File: config.mk
export PLATFORM = sky130hd
export DESIGN_NAME = display_mux_n
export DESIGN_NICKNAME = d
export VERILOG_FILES = /design/src/rtl/display_pkg.sv /design/src/rtl/display_font.sv /design/src/rtl/display_mux_n.sv
export SDC_FILE = /design/constraint.sdc
export NUM_CORES = 1
export LEC_CHECK = 0
export BUFFER_PORTS_ARGS = -buffer_cell sky130_fd_sc_hd__clkbuf_2
export CORE_MARGIN = 8
export CORE_UTILIZATION = 35
export DETAILED_ROUTE_END_ITERATION = 10
export GPL_TIMING_DRIVEN = 0
export SETUP_SLACK_MARGIN = 0.2
export SLEW_MARGIN = 10
export SYNTH_ARGS = -nofsm -noshare
export SYNTH_HDL_FRONTEND = slang
export SYNTH_SLANG_ARGS = --single-unit
File: constraint.sdc
create_clock -name clk -period 3.3 [get_ports clk]
set_input_delay 0.165 -clock clk [delete_from_list [all_inputs] [get_ports clk]]
set_output_delay 0.165 -clock clk [all_outputs]
set_load 0.05 [all_outputs]
File: src/rtl/display_pkg.sv
// Shared constants for the multiplexed 7-segment display controller:
// character codes, control-register offsets and reset values.
package display_pkg;

  localparam logic [7:0] CH_0 = 8'h00;
  localparam logic [7:0] CH_1 = 8'h01;
  localparam logic [7:0] CH_2 = 8'h02;
  localparam logic [7:0] CH_3 = 8'h03;
  localparam logic [7:0] CH_4 = 8'h04;
  localparam logic [7:0] CH_5 = 8'h05;
  localparam logic [7:0] CH_6 = 8'h06;
  localparam logic [7:0] CH_7 = 8'h07;
  localparam logic [7:0] CH_8 = 8'h08;
  localparam logic [7:0] CH_9 = 8'h09;
  localparam logic [7:0] CH_A = 8'h0A;
  localparam logic [7:0] CH_B = 8'h0B;
  localparam logic [7:0] CH_C = 8'h0C;
  localparam logic [7:0] CH_D = 8'h0D;
  localparam logic [7:0] CH_E = 8'h0E;
  localparam logic [7:0] CH_F = 8'h0F;
  localparam logic [7:0] CH_BLANK     = 8'h10;
  localparam logic [7:0] CH_DASH      = 8'h11;
  localparam logic [7:0] CH_J         = 8'h12;
  localparam logic [7:0] CH_L         = 8'h13;
  localparam logic [7:0] CH_P         = 8'h14;
  localparam logic [7:0] CH_S         = 8'h15;
  localparam logic [7:0] CH_U         = 8'h16;
  localparam logic [7:0] CH_C_LOW     = 8'h17;
  localparam logic [7:0] CH_VERT      = 8'h18;
  localparam logic [7:0] CH_TOP_BOT   = 8'h19;
  localparam logic [7:0] CH_INV_C_LOW = 8'h1A;
  localparam logic [7:0] CH_INV_C     = 8'h1B;
  localparam logic [7:0] CH_HORIZ     = 8'h1C;

  localparam int MODE_OFS   = 0;
  localparam int BRIGHT_OFS = 1;
  localparam int BLINK_OFS  = 2;
  localparam int DPMASK_OFS = 3;

  localparam logic [7:0] RST_BUF    = CH_BLANK;
  localparam logic       RST_MODE   = 1'b0;
  localparam logic [3:0] RST_BRIGHT = 4'hF;
  localparam logic [6:0] SEG_BLANK  = 7'h7F;

endpackage

File: src/rtl/display_font.sv
// Character ROM: 8-bit code to active-low segments (bit0 = a/top .. bit6 = g/middle).
module display_font
  import display_pkg::*;
(
  input  logic [7:0] code,
  output logic [6:0] seg
);

  always_comb begin
    seg = SEG_BLANK;
    case (code)
      CH_0:         seg = 7'h40;
      CH_1:         seg = 7'h79;
      CH_2:         seg = 7'h24;
      CH_3:         seg = 7'h30;
      CH_4:         seg = 7'h19;
      CH_5:         seg = 7'h12;
      CH_6:         seg = 7'h02;
      CH_7:         seg = 7'h78;
      CH_8:         seg = 7'h00;
      CH_9:         seg = 7'h10;
      CH_A:         seg = 7'h08;
      CH_B:         seg = 7'h03;
      CH_C:         seg = 7'h46;
      CH_D:         seg = 7'h21;
      CH_E:         seg = 7'h06;
      CH_F:         seg = 7'h0E;
      CH_BLANK:     seg = SEG_BLANK;
      CH_DASH:      seg = 7'h3F;
      CH_J:         seg = 7'h61;
      CH_L:         seg = 7'h47;
      CH_P:         seg = 7'h0C;
      CH_S:         seg = 7'h12;
      CH_U:         seg = 7'h41;
      CH_C_LOW:     seg = 7'h27;
      CH_VERT:      seg = 7'h49;
      // the inverted glyphs are the 180-degree rotations of c and C
      CH_TOP_BOT:   seg = 7'h76;
      CH_INV_C_LOW: seg = 7'h3C;
      CH_INV_C:     seg = 7'h70;
      CH_HORIZ:     seg = 7'h36;
      default:      seg = SEG_BLANK;
    endcase
  end

endmodule

File: src/rtl/display_mux_n.sv
// Register-mapped multiplexed 7-segment controller: digit buffers, control
// registers, scan/PWM/blink counters and fully registered pin outputs.
module display_mux_n
  import display_pkg::*;
#(
  parameter int DIGITS     = 4,
  parameter int PRESCALE   = 16,
  parameter int BLINK_BITS = 6
) (
  input  logic                     clk,
  input  logic                     reset,
  input  logic                     wr_en,
  input  logic [$clog2(DIGITS):0]  wr_addr,
  input  logic [7:0]               wr_data,
  output logic [6:0]               seg,
  output logic                     dp,
  output logic [DIGITS-1:0]        an,
  output logic                     frame_tick
);

  localparam int DW = $clog2(DIGITS);
  localparam int AW = DW + 1;

  logic [7:0]            digit_buf [DIGITS];
  logic                  mode_q;
  logic [3:0]            bright_q;
  logic [DIGITS-1:0]     blink_q;
  logic [DIGITS-1:0]     dpmask_q;

  logic [PRESCALE-1:0]   slot_cnt;
  logic [DW-1:0]         digit_idx;
  logic [BLINK_BITS-1:0] frame_cnt;

  logic [AW-1:0]         ctl_ofs;
  logic [7:0]            cur_code;
  logic [6:0]            font_seg;
  logic [3:0]            sub;
  logic                  blinked;
  logic                  lit;

  // Addresses at or above DIGITS+4 fall through every compare and are dropped.
  assign ctl_ofs = wr_addr - AW'(DIGITS);

  always_ff @(posedge clk) begin
    if (reset) begin
      for (int i = 0; i < DIGITS; i++) digit_buf[i] <= RST_BUF;
      mode_q   <= RST_MODE;
      bright_q <= RST_BRIGHT;
      blink_q  <= '0;
      dpmask_q <= '0;
    end else if (wr_en) begin
      if (wr_addr < AW'(DIGITS))               digit_buf[wr_addr[DW-1:0]] <= wr_data;
      else if (ctl_ofs == AW'(MODE_OFS))       mode_q   <= wr_data[0];
      else if (ctl_ofs == AW'(BRIGHT_OFS))     bright_q <= wr_data[3:0];
      else if (ctl_ofs == AW'(BLINK_OFS))      blink_q  <= wr_data[DIGITS-1:0];
      else if (ctl_ofs == AW'(DPMASK_OFS))     dpmask_q <= wr_data[DIGITS-1:0];
    end
  end

  always_ff @(posedge clk) begin
    if (reset) begin
      slot_cnt  <= '0;
      digit_idx <= '0;
      frame_cnt <= '0;
    end else begin
      slot_cnt <= slot_cnt + PRESCALE'(1);
      if (slot_cnt == '1) begin
        digit_idx <= digit_idx + DW'(1);
        if (digit_idx == DW'(DIGITS - 1)) frame_cnt <= frame_cnt + BLINK_BITS'(1);
      end
    end
  end

  assign cur_code = digit_buf[digit_idx];

  display_font u_font (
    .code (cur_code),
    .seg  (font_seg)
  );

  // PWM compares the top four slot bits; slot_cnt == 0 is always dark to hide
  // the previous digit's segments while the anode switches.
  assign sub     = slot_cnt[PRESCALE-1 -: 4];
  assign blinked = blink_q[digit_idx] & frame_cnt[BLINK_BITS-1];
  assign lit     = (slot_cnt != '0) && (sub <= bright_q) && !blinked;

  always_ff @(posedge clk) begin
    if (reset) begin
      seg        <= SEG_BLANK;
      dp         <= 1'b1;
      an         <= '1;
      frame_tick <= 1'b0;
    end else begin
      frame_tick <= (slot_cnt == '0) && (digit_idx == '0);
      if (lit) begin
        seg <= mode_q ? ~cur_code[6:0] : font_seg;
        dp  <= ~(dpmask_q[digit_idx] | (mode_q & cur_code[7]));
        an  <= ~(DIGITS'(1) << digit_idx);
      end else begin
        seg <= SEG_BLANK;
        dp  <= 1'b1;
        an  <= '1;
      end
    end
  end

endmodule

# --- Word level (Yosys, flattened, before mapping) ---
# Memory sizes are Yosys's and may differ from the RTL's. A register that Yosys moved wholly into a read port is not among the register bits.
# Cells that the tools add are included.
op_classes:
  add_sub_neg: 4
  n_lt_le_gt_ge: 3
  n_eq_ne: 5
  shifts: 1
  n_mux: 17
  bitwise_logic: 11
  reduce_logical: 16
op_table:
  columns: ["cell", "count"]
  rows:
  - ["$add 16x1->16 const B", 1]
  - ["$eq 16x16->1 const B", 1]
  - ["$logic_not 16->1", 1]
  - ["$reduce_bool 16->1", 1]
  - ["$mux 7", 2]
  - ["$mux 1", 9]
  - ["$mux 8", 1]
  - ["$reduce_or 8->1", 1]
  - ["$not 7->7", 1]
  - ["$add 6x1->6 const B", 1]
  - ["$eq 3x2->1 const B", 2]
  - ["$logic_not 3->1", 2]
  - ["$mux 2", 3]
  - ["$not 1->1", 6]
  - ["$reduce_and 6->1", 1]
  - ["$reduce_and 5->1", 1]
  - ["$bmux 1 s2", 2]
  - ["$le 4x4->1", 1]
  - ["$not 4->4", 1]
  - ["$reduce_and 4->1", 1]
  - ["$shl 1x2->4 const A", 1]
  - ["$eq 3x1->1 const B", 1]
  - ["$logic_and 1x1->1", 3]
  - ["$lt 2x3->1 const B", 1]
  - ["other kinds (11)", 12]
word_totals:
  ff_bits: 50
  ramBits: 32
  rom_bits: 224
  input_bits: 14
  word_cells: 70
  mem_count: 2
memory_table:
  columns: ["name", "words", "width", "read_ports", "rd_ports_with_merged_regs", "wr", "line_no", "source"]
  rows:
  - ["(name not given)", 32, 7, 1, 0, 0, "display_font.sv:11", "case (code)"]
  - ["digit_buf", 4, 8, 1, 1, 4, "display_mux_n.sv:24", "logic [7:0] digit_buf [DIGITS];"]

# --- Depth between registers and ports, before layout ---
# Gate-level depths: netlist of run 1.
logic_depth:
  ltp_word: 7
  mapped_depth: 10
  ltp_nobuf: 8

# --- Cells and area by module ---
# From an unflattened synthesis of run 1, not the netlist that was laid out.
unflattened:
  cells_unflattened: 418
  area_unflattened_um2: 4274.1
modules_own_cells:
  columns: ["module", "instances", "cells_each", "area_per_inst_um2", "seq_area_each_um2"]
  rows:
  - ["display_mux_n", 1, 343, 3677.3, 2001.9]
  - ["display_font", 1, 75, 596.8, 0.0]

# --- Least setup slack after synthesis of run 1 ---
# Ideal clock, no wire load.
synth_timing:
  kind: "flip-flop to flip-flop"
  start: "register (tool-made name)"
  end: "register seg[6]"
  setup_ps: 62
  t_arrival_ps: 2361
  required_time_ps: 3238
  path_slack_ps: 877
  path_stages_with_launch: 10
  n_path_buf: 2
  synth_period_minus_slack_ps: 2423
  cell_sequence: "dfxtp_1 buf_6 mux4_1 clkbuf_1 inv_1 ha_1 xor2_1 a221oi_1 or4_1 nand3_1"
synth_lines:
  columns: ["item", "line_no", "source"]
  rows:
  - ["to (signal assigned)", "display_mux_n.sv:96", "seg <= mode_q ? ~cur_code[6:0] : font_seg;"]
  - ["to (decl)", "display_mux_n.sv:15", "output logic [6:0] seg,"]

==> results of run 1 <==
through the flow:
stage                     setup slack [ns]  instance area (µm²)  cells
final                                0.554                 4710    581
after global placement               0.454                 4440    565
after detailed placement             0.425                 4440    565
after global routing                 0.336                 4710    581
after floorplan                      0.877                 4140    398
after CTS                            0.400                 4710    581
state kept, by name, indices dropped and copies added (netlist names), named ones only:
| name | count |
|---|---|
| seg | 7 |
| frame_cnt | 6 |
| mode_q | 1 |
| dpmask_q | 4 |
| slot_cnt | 16 |
| blink_q | 4 |
| dp | 1 |
| digit_idx | 2 |
| frame_tick | 1 |
| bright_q | 4 |
| an | 4 |
| digit_buf | 32 |
worst max-delay path: stages, from the launching register on:
cell and delay (ns):
dfxtp_1 0.31, clkbuf_1 0.43, mux4_1 0.37, clkbuf_2 0.24
inv_1 0.16, ha_1 0.25, xor2_1 0.17, a221oi_1 0.09
or4_1 0.55, nand3_1 0.11
final timing paths:
check,startpoint,to,slack (ns)
worst max-delay path,register,seg[6],0.55
worst min-delay path,wr_data[4],digit_buf[3][4],0.13
worst max register to register,register,seg[6],0.55
worst min register to register,slot_cnt[0],slot_cnt[0],0.48
kinds of logic (layout without fill, tap and decap cells):
| logic type | Yosys count | count (layout) | share of synthesized area [%] |
|---|---|---|---|
| simple gates | 165 | 165 | 20.2 |
| flops | 84 | 84 | 48.4 |
| compound gates | 43 | 43 | 7.50 |
| buf+inv | 41 | 81 | 3.96 |
| mux | 27 | 27 | 10.2 |
| fa+ha+maj | 19 | 19 | 5.75 |
| xor+xnor | 19 | 19 | 4.02 |
where the power goes:
part / leakage [nW] / internal [mW] / switching [mW] / total (mW)
Sequential: 0.730 / 1.11 / 0.0128 / 1.13
Combinational: 1.00 / 0.0712 / 0.134 / 0.206
Clock: 0.130 / 0.513 / 0.420 / 0.934
Total: 1.86 / 1.70 / 0.568 / 2.27
layout by cell type (no fill, tap or decap), types with 11 or more instances in the layout:
cell	Yosys	routed
nor2_1	52	52
dfxtp_1	52	52
edfxtp_1	32	32
nand2_1	28	28
clkbuf_2	0	25
inv_1	21	21
and2_1	21	21
ha_1	19	19
clkbuf_1	15	14
mux2i_1	14	14
xor2_1	12	12
nand4_1	11	11
metal layers:
metal | GRT usage [%] | vias to the layer above | wire length [µm] | part of all wire [%]
met4 | 5.10 | 0 | 155 | 1.7
li1 | - | 1471 | - | -
met2 | 17.8 | 58 | 4050 | 45
met5 | 0 | - | 0 | 0
met3 | 3.11 | 10 | 388 | 4.3
met1 | 15.4 | 1405 | 4340 | 49
what timing repair did:
| item | in CTS | in global routing |
|---|---|---|
| endpoints found under the setup margin | 0 | 1 |
| gates resized for setup | 0 | 2 |
| hold endpoints to repair | 0 | 0 |
cells in the mapped netlist, types with 5 or more instances:
cell	instances	share of area (%)
xor2_1	12	2.5
a211o_1	5	1.1
clkbuf_1	15	1.4
nor2b_1	5	0.76
edfxtp_1	32	23
ha_1	19	5.7
mux2i_1	14	3.4
nand4_1	11	1.7
a21oi_1	9	1.1
o21ai_0	7	0.85
and2_1	21	3.2
nor3_1	9	1.1
or2_2	6	0.91
dfxtp_1	52	25
xnor2_1	7	1.5
inv_1	21	1.9
mux4_2	8	4.4
nand2_1	28	2.5
nand3_1	6	0.73
nand2b_1	6	0.91
nor2_1	52	4.7
area by class of cell:
| cell class | instances | area (µm²) |
|---|---|---|
| timing repair buffer | 24 | 120 |
| multi-input combinational | 273 | 1970 |
| buffer | 20 | 86.3 |
| clock inverter | 7 | 50.0 |
| sequential | 84 | 2000 |
| fill | 1127 | 6750 |
| clock buffer | 9 | 225 |
| tap | 143 | 179 |
| inverter | 21 | 78.8 |
==> metrics.txt, run 1 <==
min Tclk post-route=2.75 ns; total track usage=11.8%; Fin Clk Skew=0.00684 ns; clk slew on worst S/H paths=0.07 ns; FF+latch count, synth=84; Post-CTS Setup Inserts=0; Power Dens Cells=481 nW/µm²; Seq/Total Area, Yosys=48.4%; Mapped Nets=431; CP Data Required Time=3.58 ns; TritonCTS clock tree=built; Die Width=125 µm; ys async rst share=0%; # rows=39; worst hold path depth=2; drc violations=0; Inserted Diodes=0; post-layout util=41.1%; syn_area_per_cell=10.4 µm²; global-route wire length before repair=14.8 mm; Post-CTS Hold Buffers=0; vias in the first global route=2888; WP data arrival=3.02 ns; period utilisation layout=83.2%; MaxCap Viol Count=0; Synth-to-Final Area Change=13.9%; fmax=364 MHz; initial drt markers=209; final net count=466; worst skew pair latency=0.34 ns; Port Buffers=24; Pwr Total=2.27 mW; DRT Pass-1 Iters=4; Post-DRT Antenna Nets=0; Die Y=125 µm; vias per std cell=5.07; pin count of the biggest net entering global routing=16; Hold Fails Final Rpt=0; Ys Warns=0; P_leak=1.86 nW; Min Hold Slack=0.126 ns; die area=15600 µm²; Slew @ Worst Pin=1.13 ns; gr ovfl total=0; layout cells sized above 1=14.4%; TNS Setup=0 ns; CTS Sinks=84; TritonCTS buffer count=9; global placer's final weighted congestion=0.830; WL/cell=15.4 µm; crit path kind=register to register; outcome=finished clean; CP max FO=12; H-tree lvl count=3; Post-synth EDFFs=32; routed vias=2944; final wirelength=8.93 mm; num ports=27; final setup violation count=0; VDD IR max=294 µV; core area=11500 µm²; Post-Syn Instances=398; Final HPWL DP=6.49 mm; initial antenna violation count=0; Rel. slew slack=24.4%; FF-to-FF path depth=9; unrepaired setup endpoints after global routing=no; CP Launch Type=register; CTS root buffer=clkbuf_16; crit end category=register; synthesized area=4140 µm²; Yosys cell types=52; max-slew violation count=0; main flop type after synthesis=dfxtp_1; CTS Buffer Depth=2; Hold Path Class=input pin to register; Initial Util=36.1%
Note: power is estimated with default switching activity, not from simulation.
==> inputs of run 2 (changes only) <==
clock period = 2.7 ns   (was 3.3 ns; I/O delays follow)
==> run 2 against run 1 <==
Compared with the run above:
- cell count is 0.86% higher
- sequential power is 22% higher
- cell area is 2.2% higher
- hold slack worse by 0.029 ns
- critical path depth is 1 lower
- setup slack worse by 0.29 ns
- die area stayed put
- non-clock buffer count is 5 higher
- sequential cell count stayed put
- largest cell class is now multi-input gates
==> metrics.txt, run 2 (synthesis gave the netlist of run 1 again) <==
Min Hold Slack=0.0966 ns (-0.0289 ns); WL/cell=15.4 µm (+0.23%); drc violations=0 (unchanged); FF-to-FF path depth=8 (-1); CP bufs+invs=3 (unchanged); largest register by flop count=digit_buf; CP top delay family=multiplexers; WP data arrival=2.67 ns (-0.35 ns); Rel. slew slack=23.3% (-1.1 points); Post-DRT Antenna Nets=0 (unchanged); CTS root buffer=clkbuf_16; max-slew violation count=0 (unchanged); routed vias=2984 (+1.4%); clk slew on worst S/H paths=0.07 ns (about the same); Power Dens Cells=579 nW/µm² (+20%); H-tree lvl count=3 (unchanged); worst hold path depth=2 (unchanged); reg2reg setup slack=0.27 ns (-0.29 ns); die area=15600 µm² (unchanged); Fin Clk Skew=0.00612 ns (-0.000718 ns); CP max FO=6 (-6); HP Start=wr_data[4]; cell repeated most along the worst path=buf_6; critical path cell sequence=buf_6, buf_12, mux4_2, or4_4, buf_6, a41oi_2, o211ai_1, a21bo_1; worst skew pair latency=0.34 ns (about the same); unrepaired setup endpoints after global routing=no; min Tclk post-route=2.43 ns (-0.312 ns); MaxCap Viol Count=0 (unchanged); crit path kind=register to register; initial antenna violation count=0 (unchanged); global-route wire length before repair=14.9 mm (+0.75%); Hold Path Class=input pin to register; DRT Pass-1 Iters=4 (unchanged); VDD IR max=368 µV (+25%); # rows=39 (unchanged); pin count of the biggest net entering global routing=16 (unchanged); Slew @ Worst Pin=1.15 ns (+0.0169 ns); vias in the first global route=2919 (+1.1%); final wirelength=9.03 mm (+1.1%); Die Width=125 µm (unchanged); total track usage=11.8% (+0.081 points); final net count=471 (+1.1%); hold path endpoint=digit_buf[0][4]; CP peak stage delay=0.56 ns (about the same); Critical R2R Capture=seg[0]; CP Data Required Time=2.93 ns (-0.65 ns); Die Y=125 µm (unchanged); global placer's final weighted congestion=0.830 (unchanged); Hold Fails Final Rpt=0 (unchanged); commonest cells after routing, fill and taps aside=nor2_1 (52), dfxtp_1 (52), edfxtp_1 (32); crit end category=register; Final HPWL DP=6.49 mm (unchanged); Post-CTS Hold Buffers=0 (unchanged); outcome=finished clean; period utilisation layout=90.2% (+6.9 points); TritonCTS buffer count=9 (unchanged); TNS Setup=0 ns (unchanged); CTS Sinks=84 (unchanged); Port Buffers=24 (unchanged); Inserted Diodes=0 (unchanged); fmax=411 MHz (+13%); Largest regs=digit_buf (32), slot_cnt (16), seg (7); fill count=1114 (-1.2%); core area=11500 µm² (unchanged); Synth-to-Final Area Change=16.4%; final setup violation count=0 (unchanged); number of flip-flops in the largest register=32 (unchanged); layout cells sized above 1=16.5% (+2.1 points); TritonCTS clock tree=built; num ports=27 (unchanged); vias per std cell=5.09 (+0.49%); Initial Util=36.1% (unchanged); CP Launch Type=register; CTS Buffer Depth=2 (unchanged); P_leak=1.92 nW (+3.0%); gr ovfl total=0 (unchanged); critical path's slowest cell=mux4_2; initial drt markers=205 (-1.9%)
## run 2: cell count changes in the layout (fill, tap and decap cells not counted), sizes merged
| cell | previous run | this run |
|---|---|---|
| buf | 5 | 10 |
## run 2: what timing repair did
action,CTS,global route
endpoints found under the setup margin,6,7
buffers inserted,4,1
resized for setup,6,10
pin swaps,0,2
## run 2: worst reg2reg max path: cells and delay by family (launching register included)
family	cells	cell delay [ns]
muxes	1	0.56
and+or+nand+nor	1	0.54
DFF	1	0.33
buffers and inverters	3	0.38
AOI/OAI and AO/OA	3	0.52
## run 2: power breakdown
| part | internal, mW | total (mW) | leakage [nW] | switching, mW |
|---|---|---|---|---|
| combinational | 0.0978 | 0.267 | 1.06 | 0.169 |
| clock | 0.628 | 1.14 | 0.130 | 0.516 |
| sequential | 1.36 | 1.38 | 0.730 | 0.0158 |
| total | 2.09 | 2.79 | 1.92 | 0.701 |
## run 2: worst max-delay path by stage
stage               cells after the start  slack (ns)      to  startpoint
floorplan                               9        0.28  seg[6]    register
global placement                        9       -0.15  seg[6]    register
detailed placement                      9       -0.17  seg[6]    register
CTS                                     9        0.22  seg[6]    register
global route                            7        0.20  seg[4]    register
finish                                  8        0.27  seg[0]    register
## run 2: cell type report
| cell class | count | area (µm²) | area share [%] |
|---|---|---|---|
| repair buffers | 29 | 170 | 3.53 |
| flip-flops and latches | 84 | 2000 | 41.6 |
| well taps | 143 | 179 | 3.72 |
| multi-input cells | 273 | 2010 | 41.6 |
| inverters | 21 | 81.3 | 1.69 |
| plain buffers | 20 | 103 | 2.13 |
| clock inverters | 7 | 50.0 | 1.04 |
| clock buffers | 9 | 225 | 4.68 |
## run 2: layer usage
metal / wire length [µm] / track usage (%)
met5: 0 / 0
met4: 175 / 5.10
met3: 378 / 3.11
met2: 4050 / 18.2
met1: 4420 / 15.3
## run 2: stage by stage
stage	power, mW	cell area, µm²	utilization [%]	std cells	setup WS (ns)
after floorplan	1.58	4140	-	398	0.277
after global placement	1.65	4440	38.7	565	-0.146
after detailed placement	1.66	4440	38.7	565	-0.175
after CTS	2.81	4770	41.6	585	0.221
after global routing	2.90	4820	42.0	586	0.198
final	2.79	4820	42.0	586	0.266
==> inputs of run 3 (changes only) <==
CTS_BUF_LIST = sky130_fd_sc_hd__clkbuf_16   (was default)
clock period = 2.85 ns   (was 2.7 ns; I/O delays follow)
==> run 3 against run 2 <==
Compared with the run above:
- first-iteration DRC count up 7.8%
- sequential power fell by 6%
- sequential cell count is the same
- sequential share of layout area is 0.45 points higher
- register-to-register slack improved by 0.11 ns
- wire length down 0.24%
- die area unchanged
- global-route usage decreased by 0.081 points
- combinational power down 8.2%
- largest cell class is now registers
- largest power group unchanged
==> metrics.txt, run 3 (synthesis gave the netlist of run 1 again) <==
largest register by flop count=digit_buf; max-slew violation count=0 (unchanged); initial antenna violation count=0 (unchanged); total track usage=11.8% (-0.081 points); TritonCTS clock tree=built; Post-DRT Antenna Nets=0 (unchanged); CTS Buffer Depth=2 (unchanged); final setup violation count=0 (unchanged); VDD IR max=343 µV (-6.6%); CP Data Required Time=3.08 ns (+0.15 ns); Inserted Diodes=0 (unchanged); worst skew pair latency=0.34 ns (about the same); global placer's final weighted congestion=0.830 (unchanged); Port Buffers=24 (unchanged); unrepaired setup endpoints after global routing=no; Hold Path Class=input pin to register; CTS root buffer=clkbuf_16; gr ovfl total=0 (unchanged); Hold Fails Final Rpt=0 (unchanged); commonest cells after routing, fill and taps aside=nor2_1 (52), dfxtp_1 (52), edfxtp_1 (32); clock share of power=41.2% (+0.2 points); worst hold path depth=2 (unchanged); WL/cell=15.3 µm (-0.41%); crit path kind=register to register; post-layout util=41.5% (-0.45 points); Pint=1.97 mW (-5.5%); Die Y=125 µm (unchanged); switch share=25.1% (-0.027 points); final net count=472 (+0.21%); final wirelength=9.01 mm (-0.24%); Die Width=125 µm (unchanged); Final HPWL DP=6.49 mm (unchanged); Logic pwr share=9.3% (-0.3 points); DRT Pass-1 Iters=4 (unchanged); number of flip-flops in the largest register=32 (unchanged); reg2reg setup slack=0.38 ns (+0.11 ns); crit end category=register; clk slew on worst S/H paths=0.07 ns (about the same); register share of total power=49.5% (about the same); Largest regs=digit_buf (32), slot_cnt (16), seg (7); HP Start=wr_data[4]; period utilisation layout=86.8% (-3.3 points); P_leak=1.90 nW (-1.2%); Synth-to-Final Area Change=15.1%; Register Area=2000 µm² (unchanged); vias per std cell=5.10 (about the same); Slew @ Worst Pin=1.11 ns (-0.0426 ns); fmax=404 MHz (-1.6%); outcome=finished clean; min Tclk post-route=2.47 ns (+0.0401 ns); hold path endpoint=digit_buf[0][4]; FF-to-FF path depth=8 (unchanged); TritonCTS buffer count=9 (unchanged); Critical R2R Capture=seg[0]; CTS Sinks=84 (unchanged); num ports=27 (unchanged); H-tree lvl count=3 (unchanged); Power Dens Cells=553 nW/µm² (-4.5%); MaxCap Viol Count=0 (unchanged); net switching power=661 µW (-5.6%); die area=15600 µm² (unchanged); # rows=39 (unchanged); Fin Clk Skew=0.00637 ns (+0.000243 ns); vias in the first global route=2888 (-1.1%); Min Hold Slack=0.104 ns (+0.00747 ns); Initial Util=36.1% (unchanged); global-route wire length before repair=14.8 mm (-0.74%); routed vias=2992 (+0.27%); Post-CTS Hold Buffers=0 (unchanged); layout cells sized above 1=16.2% (-0.26 points); area of the multi-input gates=1970 µm² (-1.6%); pin count of the biggest net entering global routing=16 (unchanged); drc violations=0 (unchanged); core area=11500 µm² (unchanged); WP data arrival=2.71 ns (+0.04 ns); CP max FO=6 (unchanged); Rel. slew slack=26.2% (+2.8 points); initial drt markers=221 (+7.8%); fill count=1123 (+0.81%); CP Launch Type=register
## run 3: area by class of cell
class / count / share of cell area [%]
Timing Repair Buffer: 30 / 3.47
Tap cell: 143 / 3.76
Sequential cell: 84 / 42.0
Inverter: 21 / 1.65
Clock inverter: 7 / 1.05
Multi-Input combinational cell: 273 / 41.4
Buffer: 20 / 1.89
Clock buffer: 9 / 4.73
## run 3: per-stage QoR
step / worst slack [ns] / std cells / power, mW / setup TNS, ns / area (µm²)
floorplan: 0.427 / 398 / 1.50 / 0 / 4140
global placement: 0.00388 / 565 / 1.56 / 0 / 4440
detailed placement: -0.0248 / 565 / 1.57 / -0.0248 / 4440
CTS: 0.205 / 581 / 2.65 / 0 / 4720
global route: 0.252 / 587 / 2.74 / 0 / 4760
finish: 0.376 / 587 / 2.63 / 0 / 4760
## run 3: routing by layer
metal	vias up	GRT usage, %	routed length (µm)
met4	0	5.10	172
met2	61	17.8	4060
met1	1432	15.4	4380
met3	12	3.11	392
met5	-	0	0
li1	1487	-	-
## run 3: worst max path at each step
| stage | startpoint | endpoint | slack (ns) |
|---|---|---|---|
| after floorplan | register | seg[6] | 0.43 |
| after global placement | register | seg[6] | 0.004 |
| after detailed placement | register | seg[6] | -0.02 |
| after CTS | register | seg[6] | 0.20 |
| after global routing | register | seg[6] | 0.25 |
| final | register | seg[0] | 0.38 |
## run 3: timing repair
item                                   4_1_cts  5_1_grt
endpoints found under the hold margin        0        0
pin swaps                                    0        0
setup buffers                                0        6
resized for setup                            3        3
setup endpoints to repair                    4        2
## run 3: worst max-delay path, stage by stage, from the launching register on
cell	delay, ns
dfxtp_1	0.33
buf_6	0.12
buf_4	0.14
mux4_2	0.56
or4_1	0.50
buf_2	0.18
a41oi_2	0.20
o211ai_1	0.14
a21bo_1	0.21
## run 3: power groups by stage
| stage | Clock [mW] | Combinational, mW | Sequential [mW] |
|---|---|---|---|
| after CTS | 1.11 | 0.241 | 1.30 |
| after detailed placement | 0 | 0.239 | 1.33 |
| after floorplan | 0 | 0.150 | 1.35 |
| after global placement | 0 | 0.235 | 1.33 |
| after global routing | 1.16 | 0.272 | 1.31 |
| final | 1.08 | 0.245 | 1.30 |
